`config.mk`:
```
export PLATFORM = sky130hd
export DESIGN_NAME = ucsbece154b_bp_update_ctrl
export DESIGN_NICKNAME = d
export VERILOG_FILES = /design/src/rtl/ucsbece154b_bp_update_ctrl.sv
export SDC_FILE = /design/constraint.sdc
export NUM_CORES = 1
export LEC_CHECK = 0
export CAP_MARGIN = 20
export CORE_ASPECT_RATIO = 1.75
export CORE_MARGIN = 2
export CORE_UTILIZATION = 49
export CTS_CLUSTER_DIAMETER = 40
export DETAILED_ROUTE_END_ITERATION = 6
export MAX_ROUTING_LAYER = met4
export PLACE_DENSITY = 0.78
export SLEW_MARGIN = 0
export SYNTH_ARGS = -nofsm -noshare
export SYNTH_HDL_FRONTEND = slang
export SYNTH_SLANG_ARGS = --single-unit
```
`constraint.sdc`:
```
create_clock -name clk -period 3.7 [get_ports clk]
set_input_delay 0.37 -clock clk [delete_from_list [all_inputs] [get_ports clk]]
set_output_delay 0.37 -clock clk [all_outputs]
set_load 0.1 [all_outputs]
```
`src/rtl/ucsbece154b_bp_update_ctrl.sv`:
```
// Branch-predictor update controller: tracks fetch-time predictions in order, resolves them
// against Execute, trains the BTB/PHT and issues redirect/flush on mispredicts.
//
//   state   | meaning
//   RUN     | accept fetch records, retire on e_valid_i, train predictor
//   FLUSH   | wrong-path drain after a redirect; fetch stalled, Execute ignored
module ucsbece154b_bp_update_ctrl #(
   parameter int NUM_BTB_ENTRIES = 32,
   parameter int NUM_GHR_BITS    = 5,
   parameter int Q_DEPTH         = 4,
   parameter int FLUSH_CYCLES    = 2
) (
   input  logic                               clk,
   input  logic                               reset_i,
   input  logic                               f_valid_i,
   input  logic [31:0]                        f_pc_i,
   input  logic                               f_pred_taken_i,
   input  logic [31:0]                        f_pred_target_i,
   input  logic [NUM_GHR_BITS-1:0]            f_pht_addr_i,
   output logic                               f_ready_o,
   input  logic                               e_valid_i,
   input  logic [31:0]                        e_pc_i,
   input  logic [6:0]                         e_op_i,
   input  logic                               e_taken_i,
   input  logic [31:0]                        e_target_i,
   output logic [$clog2(NUM_BTB_ENTRIES)-1:0] BTBwriteaddress_o,
   output logic [31:0]                        BTBwritedata_o,
   output logic                               BTB_we_o,
   output logic                               PHTwe_o,
   output logic                               PHTincrement_o,
   output logic [NUM_GHR_BITS-1:0]            PHTwriteaddress_o,
   output logic [6:0]                         op_o,
   output logic                               GHRreset_o,
   output logic                               mispredict_o,
   output logic [31:0]                        redirect_pc_o,
   output logic [$clog2(Q_DEPTH):0]           q_count_o,
   output logic                               err_o
);

   localparam int IDX = $clog2(NUM_BTB_ENTRIES);
   localparam int QW  = $clog2(Q_DEPTH);
   localparam int CW  = QW + 1;
   localparam int FW  = (FLUSH_CYCLES > 1) ? $clog2(FLUSH_CYCLES) : 1;

   localparam logic [0:0] S_RUN   = 1'b0;
   localparam logic [0:0] S_FLUSH = 1'b1;

   localparam logic [6:0] OP_BRANCH = 7'b1100011;
   localparam logic [6:0] OP_JAL    = 7'b1101111;
   localparam logic [6:0] OP_JALR   = 7'b1100111;

   logic [31:0]             q_pc     [Q_DEPTH];
   logic                    q_taken  [Q_DEPTH];
   logic [31:0]             q_target [Q_DEPTH];
   logic [NUM_GHR_BITS-1:0] q_pht    [Q_DEPTH];

   logic [0:0]    state;
   logic [FW-1:0] flush_cnt;
   logic [QW-1:0] wr_ptr, rd_ptr;
   logic [CW-1:0] count;

   logic full, empty, in_run, push, pop, pop_ok, pop_err;
   logic is_branch, is_ctrl, pred_taken, wrong_pred, mispredict;
   logic [31:0] pred_target, redirect_pc;

   assign full   = (count == CW'(Q_DEPTH));
   assign empty  = (count == '0);
   assign in_run = (state == S_RUN);

   // A same-cycle retire frees the slot the incoming record needs.
   assign f_ready_o = !reset_i && in_run && (!full || e_valid_i);
   assign push      = f_valid_i && f_ready_o;
   assign pop       = e_valid_i && in_run;

   assign pred_taken  = q_taken[rd_ptr];
   assign pred_target = q_target[rd_ptr];

   assign pop_ok  = pop && !empty && (q_pc[rd_ptr] == e_pc_i);
   assign pop_err = pop && !pop_ok;

   assign is_branch = (e_op_i == OP_BRANCH);
   assign is_ctrl   = is_branch || (e_op_i == OP_JAL) || (e_op_i == OP_JALR);

   assign wrong_pred = is_ctrl ? ((pred_taken != e_taken_i) ||
                                  (e_taken_i && (pred_target != e_target_i)))
                               : pred_taken;
   assign mispredict  = pop_err || (pop_ok && wrong_pred);
   assign redirect_pc = e_taken_i ? e_target_i : (e_pc_i + 32'd4);

   always_ff @(posedge clk) begin
      if (push) begin
         q_pc[wr_ptr]     <= f_pc_i;
         q_taken[wr_ptr]  <= f_pred_taken_i;
         q_target[wr_ptr] <= f_pred_target_i;
         q_pht[wr_ptr]    <= f_pht_addr_i;
      end
   end

   always_ff @(posedge clk) begin
      if (reset_i) begin
         state             <= S_RUN;
         flush_cnt         <= '0;
         wr_ptr            <= '0;
         rd_ptr            <= '0;
         count             <= '0;
         err_o             <= 1'b0;
         mispredict_o      <= 1'b0;
         GHRreset_o        <= 1'b0;
         redirect_pc_o     <= '0;
         op_o              <= '0;
         BTB_we_o          <= 1'b0;
         BTBwriteaddress_o <= '0;
         BTBwritedata_o    <= '0;
         PHTwe_o           <= 1'b0;
         PHTincrement_o    <= 1'b0;
         PHTwriteaddress_o <= '0;
      end else begin
         if (mispredict) begin
            state     <= S_FLUSH;
            flush_cnt <= FW'(FLUSH_CYCLES - 1);
            wr_ptr    <= '0;
            rd_ptr    <= '0;
            count     <= '0;
         end else if (state == S_FLUSH) begin
            if (flush_cnt == '0) state <= S_RUN;
            else                 flush_cnt <= flush_cnt - FW'(1);
         end else begin
            if (push)   wr_ptr <= wr_ptr + QW'(1);
            if (pop_ok) rd_ptr <= rd_ptr + QW'(1);
            case ({push, pop_ok})
               2'b10:   count <= count + CW'(1);
               2'b01:   count <= count - CW'(1);
               default: count <= count;
            endcase
         end

         if (pop_err) err_o <= 1'b1;

         mispredict_o      <= mispredict;
         GHRreset_o        <= mispredict;
         redirect_pc_o     <= mispredict ? redirect_pc : '0;
         op_o              <= pop_ok ? e_op_i : '0;
         BTB_we_o          <= pop_ok && is_ctrl && e_taken_i &&
                              ((pred_target == '0) || (pred_target != e_target_i));
         BTBwriteaddress_o <= pop_ok ? e_pc_i[IDX+1:2] : '0;
         BTBwritedata_o    <= pop_ok ? e_target_i : '0;
         PHTwe_o           <= pop_ok && is_branch;
         PHTincrement_o    <= pop_ok && e_taken_i;
         PHTwriteaddress_o <= pop_ok ? q_pht[rd_ptr] : '0;
      end
   end

   assign q_count_o = count;

endmodule
```
== Yosys cells after proc, flatten, opt, wreduce, memory -nomap -nowiden ==
Memories as Yosys holds them, arrays and structs flattened. A register that Yosys moved wholly into a read port is not among the register bits.
Cells that the tools add are included.
Word-level totals
  bits in registers: 90
  bits in writable memories: 280
  input port bits: 146
  output and inout bits: 91
  word-level logic and storage cells: 87
  memories kept: 4
Operators by class
  add/subtract/negate cells: 6
  equality and inequality tests: 9
  mux-type cells: 17
  bitwise gates (word level): 3
  reductions and logical operators: 34
Memories
  q_pc: words 4, bits a word 32, read ports 1, clocked after Yosys merged registers in 1, wr ports 1, RTL line 52  | logic [31:0] q_pc [Q_DEPTH];
  q_target: words 4, bits a word 32, read ports 1, clocked after Yosys merged registers in 1, wr ports 1, RTL line 54  | logic [31:0] q_target [Q_DEPTH];
  q_pht: words 4, bits a word 5, read ports 1, clocked after Yosys merged registers in 1, wr ports 1, RTL line 55  | logic [NUM_GHR_BITS-1:0] q_pht [Q_DEPTH];
  q_taken: words 4, bits a word 1, read ports 1, clocked after Yosys merged registers in 1, wr ports 1, RTL line 53  | logic q_taken [Q_DEPTH];
Operator list (count)
  $add 32x3->32 const B: 1
  $eq 32x32->1: 1
  $logic_not 32->1: 1
  $mux 32: 1
  $ne 32x32->1: 1
  $eq 7x7->1 const B: 3
  $logic_and 1x1->1: 14
  $mux 2: 6
  $mux 1: 9
  $logic_or 1x1->1: 6
  $pmux 3 s2: 1
  $reduce_and 2->1: 3
  $reduce_or 2->1: 3
  $add 2x1->2 const B: 2
  $logic_not 1->1: 4
  $reduce_bool 2->1: 2
  $add 3x1->3 const B: 1
  $eq 3x3->1 const B: 1
  $logic_not 3->1: 1
  $not 1->1: 3
  $sub 3x1->3 const B: 1
  $eq 2x1->1 const B: 1
  $eq 2x2->1 const B: 1
  $ne 1x1->1: 1
  $sub 1x1->1 const B: 1

== Depth between registers and ports, before layout ==
  depth after elaboration: 9
  depth in mapped cells: 18

== Worst setup path after synthesis ==
No wires, ideal clock.
  kind: register -> register
  start point: register count[0], in the netlist q_count_o[0]
  end point: memory q_pc[0][0] (enable)
  setup time: 436 ps
  data arrival time: 5278 ps
  data required time: 3264 ps
  setup slack: -2014 ps
  stages on the path, launching flop included: 4
  buffers on the path: 0
  cell sequence: dfxtp_1 nor4b_1 nor3_1 and3_1
Between the ends
  word-level cells in the longest chain between the ends: 7
Ends and longest elaborated chain
  start: declaration: RTL line 60  | logic [CW-1:0] count;
  start signal: assignment: RTL line 131  | 2'b10: count <= count + CW'(1);
  start signal: assignment: RTL line 132  | 2'b01: count <= count - CW'(1);
  start signal: assignment: RTL line 133  | default: count <= count;
  $eq 3x3->1: RTL line 66  | assign full = (count == CW'(Q_DEPTH));
  $logic_not 1->1: RTL line 71  | assign f_ready_o = !reset_i && in_run && (!full || e_valid_i);
  $logic_or 1x1->1: RTL line 71
  $logic_and 1x1->1: RTL line 71
  via f_ready_o: RTL line 20  | output logic f_ready_o,
  $logic_and 1x1->1: RTL line 72  | assign push = f_valid_i && f_ready_o;
  $mux 1: RTL line 91  | if (push) begin
  $mux 1 (implied by the code): RTL line 92  | q_pc[wr_ptr] <= f_pc_i;
  end: declaration: RTL line 52
The timed path passes the listed nets, and every way through them passes these cells.

==> qor.txt <==
Pin count of the biggest net entering global routing = 66
Die ar. = 33000 sq um
Fillers = 2241
Primary FF master, synth = edfxtp_1
Peak supply drop = 0.372 mV
CP Launch Type = register
Drt initial violations = 865
Largest family of logic cells by synthesized area = multiplexers
Req. time, crit path = 4.15 ns
Final WS setup = 0.0572 ns
WL/cell = 24.7 microns
Slew margin rel. = 28.2%
Total gr overflow = 0
CTS Root Cell = clkbuf_16
Crit Path Max Fanout = 5
Async S/R FF share, synth = 0%
Number of synthesized register bits = 377
Clock Latency Late Sink = 0.54 ns
Fraction of the mapped netlist area in adder cells = 0.616%
GRT Util Overall = 25.6%
Fin. max-slew vios = 0
Synth Area in XOR/XNOR = 5.34%
CP endpoint kind = register
Via density = 5.75
Pre-CTS setup slack = 0.0321 ns
Layout area overhead = 28.2%
CTS clk-pin slew, worst paths = 0.06 ns
Wire length on met3 = 2640 microns
Rows = 86
Ports = 237
Hold-fix buffers, CTS = 0
Vias in the first global route = 9957
Fin crit period = 3.64 ns
Achievable frequency = 275 MHz
Leak Pwr = 6.47 nW
Worst min-delay path category = in -> reg
Post-synth EDFFs = 280
Cts bufs inserted = 38
Uppermost layer routed = met4
Clock skew = 0.0211 ns
Most frequent cells in the layout = edfxtp_1, clkdlybuf4s50_1, dfxtp_1
Slew @ Worst Pin = 1.07 ns
# DRC = 0
DR WL met2 = 21200 microns
Mapped Nets = 1129
Vias = 9632
HPWL after DPL = 29700 microns
Max Buffers Root-to-Sink = 3
WL final = 41500 microns
Share of cells above drive strength 1 = 17.6%
Compound-Gate Fraction of Synth Area = 3.02%
Pre-Repair DR Iteration Count = 7
Synth Warn # = 0
Final setup fails = 0
Status = complete, no violations
Gpl congestion = 0.916
Commonest non-fill, non-tap cell in the layout = edfxtp_1
Crit path kind = reg -> reg
Gate Count Post-Synth = 976
WP data arrival = 4.09 ns
Initial antenna violation count = 2
CTS tree = built
H-tree depth = 2
Synth Cell Area = 15400 sq um
Simple-gate share of the synthesized area = 10.7%
# clock sinks = 377
Die width = 138 microns
Starting Density = 49.5%
First-pass GRT wire length = 60700 microns
Sequential fraction of the synthesis area = 67.1%
PwrDens = 467 nW/um^2
Final Hold Viols = 0
Placeable Area = 31200 sq um
Detail Route Antenna Nets = 0
RSZ-0062 raised after global routing = yes
WL met1 = 14800 microns
I/O Buffers = 236
Final Total Pwr = 9.25 mW
Max Cap Viol = 0
Fin crit share = 98.5%
Netlist cell types = 64
Multiplexer area fraction after synthesis = 11.0%
Hold Slack = 0.265 ns
Synth Area per Inst = 15.8 sq um
Fin nets = 1402
Chip height = 239 microns
final timing paths:
kind / start / to / slack [ns] / cells after the start
setup / recovery: register / q_count_o[2] / 0.06 / 15
hold / removal: e_taken_i / BTB_we_o / 0.27 / 4
setup reg to reg: register / q_count_o[2] / 0.06 / 15
hold reg to reg: err_o / err_o / 0.47 / 2
where the power goes:
part	internal (mW)	switching [mW]	total (mW)
registers	4.60	0.0286	4.63
logic	0.306	0.452	0.758
clock network	2.22	1.64	3.86
total	7.13	2.12	9.25
synthesized netlist by cell type (8+ instances only):
| master | instances | area, sq um |
|---|---|---|
| buf_6 | 8 | 90.1 |
| nor3_2 | 32 | 320 |
| xor2_1 | 37 | 324 |
| mux4_2 | 57 | 1280 |
| nor2_1 | 33 | 124 |
| and2_1 | 50 | 313 |
| nand4_1 | 15 | 93.8 |
| o21ai_0 | 9 | 45.0 |
| nand2_1 | 31 | 116 |
| nor4_1 | 19 | 119 |
| a21oi_1 | 30 | 150 |
| mux2i_1 | 38 | 380 |
| or4_1 | 8 | 60.1 |
| and3_1 | 9 | 56.3 |
| xnor2_1 | 57 | 499 |
| clkbuf_1 | 22 | 82.6 |
| dfxtp_1 | 97 | 1940 |
| nand3_1 | 15 | 75.1 |
| buf_2 | 10 | 50.1 |
| nor3_1 | 15 | 75.1 |
| edfxtp_1 | 280 | 8410 |
| inv_1 | 16 | 60.1 |
sequential cells by signal, summed over array words and instances, names as in the netlist, 2 cells and up, named ones only:
register           cells
q_taken                4
rd_ptr                 2
q_target             128
q_count_o              3
op_o                   7
PHTwriteaddress_o      5
redirect_pc_o         32
wr_ptr                 2
q_pht                 20
q_pc                 128
BTBwritedata_o        32
BTBwriteaddress_o      5
routing by layer:
metal | vias to the layer above | GRT usage, %
met5 | - | -
met4 | 0 | 15.4
met3 | 135 | 4.01
met2 | 487 | 43.8
met1 | 4736 | 28.2
li1 | 4274 | -
cell type report:
class	count	area (sq um)	share of cell area, %
Multi-Input combinational cell	533	4780	24.2
Clock inverter	21	213	1.07
Clock buffer	48	1060	5.36
Tap cell	396	495	2.50
Inverter	16	60.1	0.304
Timing Repair Buffer	283	2810	14.2
Sequential cell	377	10400	52.3
Antenna cell	2	5.00	0.0253
worst max-delay path, cell delays in order, from the launching register on:
cell     delay [ns]
dfxtp_4        0.39
buf_4          0.15
mux4_2         0.51
xor2_1         0.15
nor3_1         0.26
nand3_1        0.15
or4_4          0.44
or2_1          0.25
inv_1          0.07
ha_2           0.17
inv_1          0.05
fa_2           0.35
xnor2_2        0.18
nand2_2        0.09
xor2_2         0.17
nor3b_2        0.19
cells by family after synthesis:
logic type / count (synthesis)
buffers and inverters: 66
adders and majority gates: 7
AOI/OAI and AO/OA: 70
muxes: 98
and+or+nand+nor: 264
DFF: 377
xor gates and xnor gates: 94
per-stage QoR:
step	std cells	setup TNS (ns)	instance area, sq um	utilization (%)
after floorplan	976	0	15400	-
final	1676	0	19800	63.4
after detailed placement	1599	0	18400	59.0
after global routing	1676	-0.140	19800	63.4
after CTS	1673	0	19700	63.3
after global placement	1599	0	18400	59.0
what timing repair did:
| item | 4_1_cts | 5_1_grt |
|---|---|---|
| endpoints found under the hold margin | 0 | 0 |
| endpoints found under the setup margin | 1 | 6 |
| gates resized for setup | 1 | 8 |
| pin swaps | 0 | 4 |
| buffers inserted | 5 | 1 |
No activity file was read; power rests on OpenSTA's default activity.
